===== config.mk =====
export PLATFORM = sky130hd
export DESIGN_NAME = kf8259_interrupt_acknowledge_sequencer_flat
export DESIGN_NICKNAME = d
export VERILOG_FILES = /design/src/rtl/kf8259_interrupt_acknowledge_sequencer_if.sv /design/src/rtl/kf8259_interrupt_acknowledge_sequencer.sv /design/src/flat_wrapper.sv
export SDC_FILE = /design/constraint.sdc
export NUM_CORES = 1
export LEC_CHECK = 0
export CORE_UTILIZATION = 42
export CTS_CLUSTER_SIZE = 24
export DETAILED_ROUTE_END_ITERATION = 10
export PLACE_DENSITY = 0.74
export SYNTH_ARGS = -nofsm -noshare
export SYNTH_HDL_FRONTEND = slang
export SYNTH_SLANG_ARGS = --single-unit

===== constraint.sdc =====
create_clock -name clock -period 1.7 [get_ports clock]
set_input_delay 0.17 -clock clock [delete_from_list [all_inputs] [get_ports clock]]
set_output_delay 0.17 -clock clock [all_outputs]
set_load 0.02 [all_outputs]

===== src/rtl/kf8259_interrupt_acknowledge_sequencer_if.sv =====
// Signal bundle between the KF8259 controller, the acknowledge sequencer and the CPU core.
// The slave modport is the sequencer's view; master is the surrounding system's view.
interface kf8259_interrupt_acknowledge_sequencer_if;
  logic       interrupt_to_cpu;
  logic       interrupt_enable;
  logic       cpu_ack_request;
  logic [7:0] pic_data_bus_out;
  logic       pic_data_bus_io;
  logic       interrupt_acknowledge_n;
  logic [7:0] vector;
  logic       vector_valid;
  logic       vector_ready;
  logic       bus_error;
  logic       busy;

  modport slave (
    input  interrupt_to_cpu,
    input  interrupt_enable,
    input  cpu_ack_request,
    input  pic_data_bus_out,
    input  pic_data_bus_io,
    input  vector_ready,
    output interrupt_acknowledge_n,
    output vector,
    output vector_valid,
    output bus_error,
    output busy
  );

  modport master (
    output interrupt_to_cpu,
    output interrupt_enable,
    output cpu_ack_request,
    output pic_data_bus_out,
    output pic_data_bus_io,
    output vector_ready,
    input  interrupt_acknowledge_n,
    input  vector,
    input  vector_valid,
    input  bus_error,
    input  busy
  );
endinterface


===== src/rtl/kf8259_interrupt_acknowledge_sequencer.sv =====
// Generates the two-pulse 8086-style INTA sequence, captures the controller's vector on the
// final edge of the second pulse and offers it to the core over a valid/ready handshake.
module kf8259_interrupt_acknowledge_sequencer #(
  parameter int unsigned PULSE_CYCLES = 2,
  parameter int unsigned GAP_CYCLES   = 2
) (
  input logic                                     clock,
  input logic                                     reset_n,
  kf8259_interrupt_acknowledge_sequencer_if.slave ack_if
);

  localparam int unsigned CntW = $clog2(16) + 1;
  localparam logic [CntW-1:0] PulseLoad = CntW'(PULSE_CYCLES - 1);
  localparam logic [CntW-1:0] GapLoad   = CntW'(GAP_CYCLES - 1);

  typedef enum logic [2:0] {
    StIdle,
    StPulse1,
    StGap,
    StPulse2,
    StHold
  } state_e;

  state_e          state_q, state_d;
  logic [CntW-1:0] cnt_q, cnt_d;
  logic            inta_n_q, inta_n_d;
  logic [7:0]      vector_q, vector_d;
  logic            valid_q, valid_d;
  logic            bus_error_q, bus_error_d;
  logic            busy_q, busy_d;
  logic            start;

  assign start = ack_if.interrupt_to_cpu & ack_if.interrupt_enable & ack_if.cpu_ack_request;

  // Once PULSE1 is entered the controller is committed, so later request changes are ignored.
  always_comb begin
    state_d     = state_q;
    cnt_d       = cnt_q;
    vector_d    = vector_q;
    bus_error_d = bus_error_q;

    unique case (state_q)
      StIdle: begin
        if (start) begin
          state_d = StPulse1;
          cnt_d   = PulseLoad;
        end
      end
      StPulse1: begin
        if (cnt_q == '0) begin
          state_d = StGap;
          cnt_d   = GapLoad;
        end else begin
          cnt_d = cnt_q - 1'b1;
        end
      end
      StGap: begin
        if (cnt_q == '0) begin
          state_d = StPulse2;
          cnt_d   = PulseLoad;
        end else begin
          cnt_d = cnt_q - 1'b1;
        end
      end
      StPulse2: begin
        if (cnt_q == '0) begin
          state_d = StHold;
          cnt_d   = '0;
          if (!ack_if.pic_data_bus_io) begin
            vector_d    = ack_if.pic_data_bus_out;
            bus_error_d = 1'b0;
          end else begin
            vector_d    = 8'hFF;
            bus_error_d = 1'b1;
          end
        end else begin
          cnt_d = cnt_q - 1'b1;
        end
      end
      StHold: begin
        if (ack_if.vector_ready) begin
          state_d = StIdle;
        end
      end
      default: begin
        state_d = StIdle;
        cnt_d   = '0;
      end
    endcase

    // Outputs are decoded from the next state so they can be registered without a cycle of lag.
    inta_n_d = !((state_d == StPulse1) || (state_d == StPulse2));
    valid_d  = (state_d == StHold);
    busy_d   = (state_d != StIdle);
  end

  always_ff @(posedge clock) begin
    if (!reset_n) begin
      state_q     <= StIdle;
      cnt_q       <= '0;
      inta_n_q    <= 1'b1;
      vector_q    <= 8'h00;
      valid_q     <= 1'b0;
      bus_error_q <= 1'b0;
      busy_q      <= 1'b0;
    end else begin
      state_q     <= state_d;
      cnt_q       <= cnt_d;
      inta_n_q    <= inta_n_d;
      vector_q    <= vector_d;
      valid_q     <= valid_d;
      bus_error_q <= bus_error_d;
      busy_q      <= busy_d;
    end
  end

  assign ack_if.interrupt_acknowledge_n = inta_n_q;
  assign ack_if.vector                  = vector_q;
  assign ack_if.vector_valid            = valid_q;
  assign ack_if.bus_error               = bus_error_q;
  assign ack_if.busy                    = busy_q;

endmodule


===== src/flat_wrapper.sv =====
// flat-port wrapper written by rule: the top's interface ports become plain ports
module kf8259_interrupt_acknowledge_sequencer_flat 
#(
  parameter int unsigned PULSE_CYCLES = 2,
  parameter int unsigned GAP_CYCLES   = 2
)
  (clock, reset_n, ack_if_interrupt_to_cpu, ack_if_interrupt_enable, ack_if_cpu_ack_request, ack_if_pic_data_bus_out, ack_if_pic_data_bus_io, ack_if_vector_ready, ack_if_interrupt_acknowledge_n, ack_if_vector, ack_if_vector_valid, ack_if_bus_error, ack_if_busy);
  kf8259_interrupt_acknowledge_sequencer_if ack_if_i ();
  input logic clock;
  input logic reset_n;
  input wire logic [$bits(ack_if_i.interrupt_to_cpu)-1:0] ack_if_interrupt_to_cpu;
  input wire logic [$bits(ack_if_i.interrupt_enable)-1:0] ack_if_interrupt_enable;
  input wire logic [$bits(ack_if_i.cpu_ack_request)-1:0] ack_if_cpu_ack_request;
  input wire logic [$bits(ack_if_i.pic_data_bus_out)-1:0] ack_if_pic_data_bus_out;
  input wire logic [$bits(ack_if_i.pic_data_bus_io)-1:0] ack_if_pic_data_bus_io;
  input wire logic [$bits(ack_if_i.vector_ready)-1:0] ack_if_vector_ready;
  output wire logic [$bits(ack_if_i.interrupt_acknowledge_n)-1:0] ack_if_interrupt_acknowledge_n;
  output wire logic [$bits(ack_if_i.vector)-1:0] ack_if_vector;
  output wire logic [$bits(ack_if_i.vector_valid)-1:0] ack_if_vector_valid;
  output wire logic [$bits(ack_if_i.bus_error)-1:0] ack_if_bus_error;
  output wire logic [$bits(ack_if_i.busy)-1:0] ack_if_busy;
  assign ack_if_i.interrupt_to_cpu = ack_if_interrupt_to_cpu;
  assign ack_if_i.interrupt_enable = ack_if_interrupt_enable;
  assign ack_if_i.cpu_ack_request = ack_if_cpu_ack_request;
  assign ack_if_i.pic_data_bus_out = ack_if_pic_data_bus_out;
  assign ack_if_i.pic_data_bus_io = ack_if_pic_data_bus_io;
  assign ack_if_i.vector_ready = ack_if_vector_ready;
  assign ack_if_interrupt_acknowledge_n = ack_if_i.interrupt_acknowledge_n;
  assign ack_if_vector = ack_if_i.vector;
  assign ack_if_vector_valid = ack_if_i.vector_valid;
  assign ack_if_bus_error = ack_if_i.bus_error;
  assign ack_if_busy = ack_if_i.busy;
  kf8259_interrupt_acknowledge_sequencer #(.PULSE_CYCLES(PULSE_CYCLES), .GAP_CYCLES(GAP_CYCLES)) u_core (.clock(clock), .reset_n(reset_n), .ack_if(ack_if_i));
endmodule

==> results of run 1 <==
[worst max-delay path, stage by stage, from the launching register on]
cell and delay (ps):
dfxtp_2 350, inv_2 70, ha_4 130, or4b_4 490, nor4_4 160, buf_4 160
clkbuf_16 130, mux2i_1 160
[where the power goes]
part | leakage, nW | total (W) | switching [W] | internal, W
clock | 0.0279 | 0.000392 | 0.000154 | 0.000238
combinational | 0.303 | 0.000612 | 0.000302 | 0.000310
sequential | 0.163 | 0.000572 | 0.0000478 | 0.000524
[cell families after synthesis]
| group | count (synthesis) | share of synthesized area [%] |
|---|---|---|
| buffers and inverters | 10 | 7.24 |
| and+or+nand+nor | 37 | 25.1 |
| adders and majority gates | 1 | 1.29 |
| DFF | 20 | 41.4 |
| muxes | 9 | 9.31 |
| AOI/OAI and AO/OA | 23 | 15.7 |
[layout by cell type, fill, tap and decap left out, types with 2 or more instances in the layout]
cell type,synthesis,routed
nand2_1,12,12
dfxtp_1,20,18
buf_4,2,9
mux2i_1,9,9
inv_1,4,2
o21a_1,4,4
inv_2,0,2
nor3_1,5,5
and3_1,2,2
a21oi_1,2,2
dfxtp_2,0,2
clkbuf_4,0,3
nor4b_1,3,3
o21ai_0,9,9
nor2_1,3,3
clkdlybuf4s50_1,0,26
[Yosys cell counts, types with 2 or more instances]
cell,n,area (sq um)
nand2_1,12,45.0
dfxtp_1,20,400
o21a_1,4,30.0
and3_1,2,12.5
nor4b_1,3,26.3
o21ai_0,9,45.0
a21oi_1,2,10.0
buf_6,2,22.5
nor3_1,5,25.0
nor2_1,3,11.3
inv_1,4,15.0
buf_4,2,15.0
mux2i_1,9,90.1
[per-layer routing]
metal	routed length [um]	up-vias
met4	28	0
met5	0	-
li1	-	431
met2	1110	25
met3	92	4
met1	1060	416
[repair_timing]
action | CTS | global route
cloned | 1 | 0
pin swaps | 0 | 0
gates resized for setup | 6 | 1
setup endpoints to repair | 4 | 11
setup buffers | 3 | 1
[per-stage QoR]
step	std cells	setup WS, ps	hold WS, ps
6_report	162	-10.1	465
5_1_grt	162	-42.6	482
4_1_cts	162	-24.5	468
3_5_place_dp	154	6.31	451
3_3_place_gp	154	65.3	444
2_1_floorplan	100	31.1	312
[flip-flops by register name, indices dropped and copies added, names as in the netlist]
| register | count |
|---|---|
| u_core.ack_if.interrupt_acknowledge_n | 1 |
| u_core.ack_if.busy | 1 |
| u_core.ack_if.bus_error | 1 |
| u_core.ack_if.vector | 8 |
| u_core.ack_if.vector_valid | 1 |
| u_core.cnt_q | 5 |
| u_core.state_q | 3 |
[layout make-up]
type	instances	share of cell area, %
multi-input cells	70	37.2
flip-flops and latches	20	29.5
repair buffers	36	25.8
well taps	28	2.56
clock inverters	1	2.20
clock buffers	3	1.65
inverters	4	1.10
[worst paths after layout]
check	startpoint	end	slack, ps	cells after the start
max	u_core.cnt_q[0]	u_core.ack_if.vector[1]	-10	7
min reg2reg	u_core.ack_if.vector[7]	u_core.ack_if.vector[7]	460	2
max reg2reg	u_core.cnt_q[0]	u_core.ack_if.vector[1]	-10	7
min	u_core.ack_if.vector[7]	u_core.ack_if.vector[7]	460	2
==> flow_summary.json, run 1 <==
{
  "cts.sinks": 20,
  "die_y_um": 50.0,
  "maxSlewHeadroom_pct": 63.8,
  "yosys_most_used_dff": "dfxtp_1",
  "hold_violations": 0,
  "synth_area_sq_um": 967,
  "cap_violations": 0,
  "powerDensity_nw_per_um2": 1150,
  "track_usage_pct": 19.9,
  "grt_max_degree": 22,
  "avgSynthCellArea_sq_um": 9.67,
  "clockBufferDepth": 2,
  "synth_edf_count": 0,
  "synth-seq-cells": 20,
  "synth_cells": 100,
  "vdd_drop_max_mv": 0.647,
  "vias": 876,
  "cts-root-buf": "clkbuf_4",
  "hold_class": "reg2reg",
  "status": "finished with violations",
  "antenna_found_initial": 0,
  "setup_viol": 3,
  "place_area_sq_um": 1260,
  "seqCellArea_sq_um": 403,
  "multi_input_area_sq_um": 509,
  "worst-endpoint-arrival_ps": 1950,
  "finalSetupTns_ps": -17.9,
  "coreArea_sq_um": 2190,
  "grt_pass1_wl_um": 3740,
  "setup_slack_ps": -10.1,
  "path_class": "reg2reg",
  "final.min_clock_period_ps": 1710,
  "wirelength_um": 2290,
  "drv_slew": 0,
  "cts_tree": "built",
  "cp-start-kind": "register",
  "clock_skew_ps": 2.45,
  "grt_most_used_layer": "met2",
  "clk_latency_ps": 300,
  "numCtsBuffers": 3,
  "tightest_slew_ps": 536,
  "violations": "negative setup slack",
  "ys_warn_count": 0,
  "final_cell_area_sq_um": 1370,
  "period_share_pct": 101,
  "met3_usage_pct": 3.40,
  "initial_core_util_pct": 44.1,
  "syn_nets": 116,
  "cp.required_ps": 1940,
  "htreeDepth": 1,
  "drive_above_1_share_pct": 17.2,
  "dr.pass1.iters": 4,
  "grt_use_met2_pct": 34.0,
  "num_antenna_cells": 0,
  "cp_max_fo": 5,
  "dieArea_sq_um": 2500,
  "die_w_um": 50.0,
  "dp_hpwl_um": 1500,
  "synth.distinct_cells": 36,
  "final_antenna_net_count": 0,
  "drt_iter0_markers": 6,
  "overflow": 0,
  "leakage_nw": 0.494,
  "crit_path_end_kind": "register",
  "wl_per_cell_um": 14.1,
  "power.total_w": 0.00158,
  "pin_count": 27,
  "grt.met1_usage_pct": 23.4,
  "io_buffers": 26,
  "drc": 0,
  "grt_pass1_vias": 851,
  "via_per_inst": 5.41,
  "clk_pin_slew_ps": 120,
  "hold_buffers": 0,
  "rsz0062_at_grt": "true",
  "n_fill_cell": 206,
  "final_util_pct": 62.4,
  "synthToLayoutAreaGrowth_pct": 41.4,
  "seq_area_frac_synth_pct": 41.4,
  "async_reset_ff_share_pct": 0,
  "place_congestion": 0.811,
  "rows": 17,
  "layout.nets": 151,
  "fmax_mhz": 585
}
(Power assumes the default switching activity.)
==> inputs of run 2 (changes only) <==
--- a/config.mk
+++ b/config.mk
@@ -9,6 +9,7 @@
 export CTS_CLUSTER_SIZE = 24
 export DETAILED_ROUTE_END_ITERATION = 10
 export PLACE_DENSITY = 0.74
+export SLEW_MARGIN = 10
 export SYNTH_ARGS = -nofsm -noshare
 export SYNTH_HDL_FRONTEND = slang
 export SYNTH_SLANG_ARGS = --single-unit
==> results of run 2 <==
Final layout, timing and power as in run 1 (identical DEF).
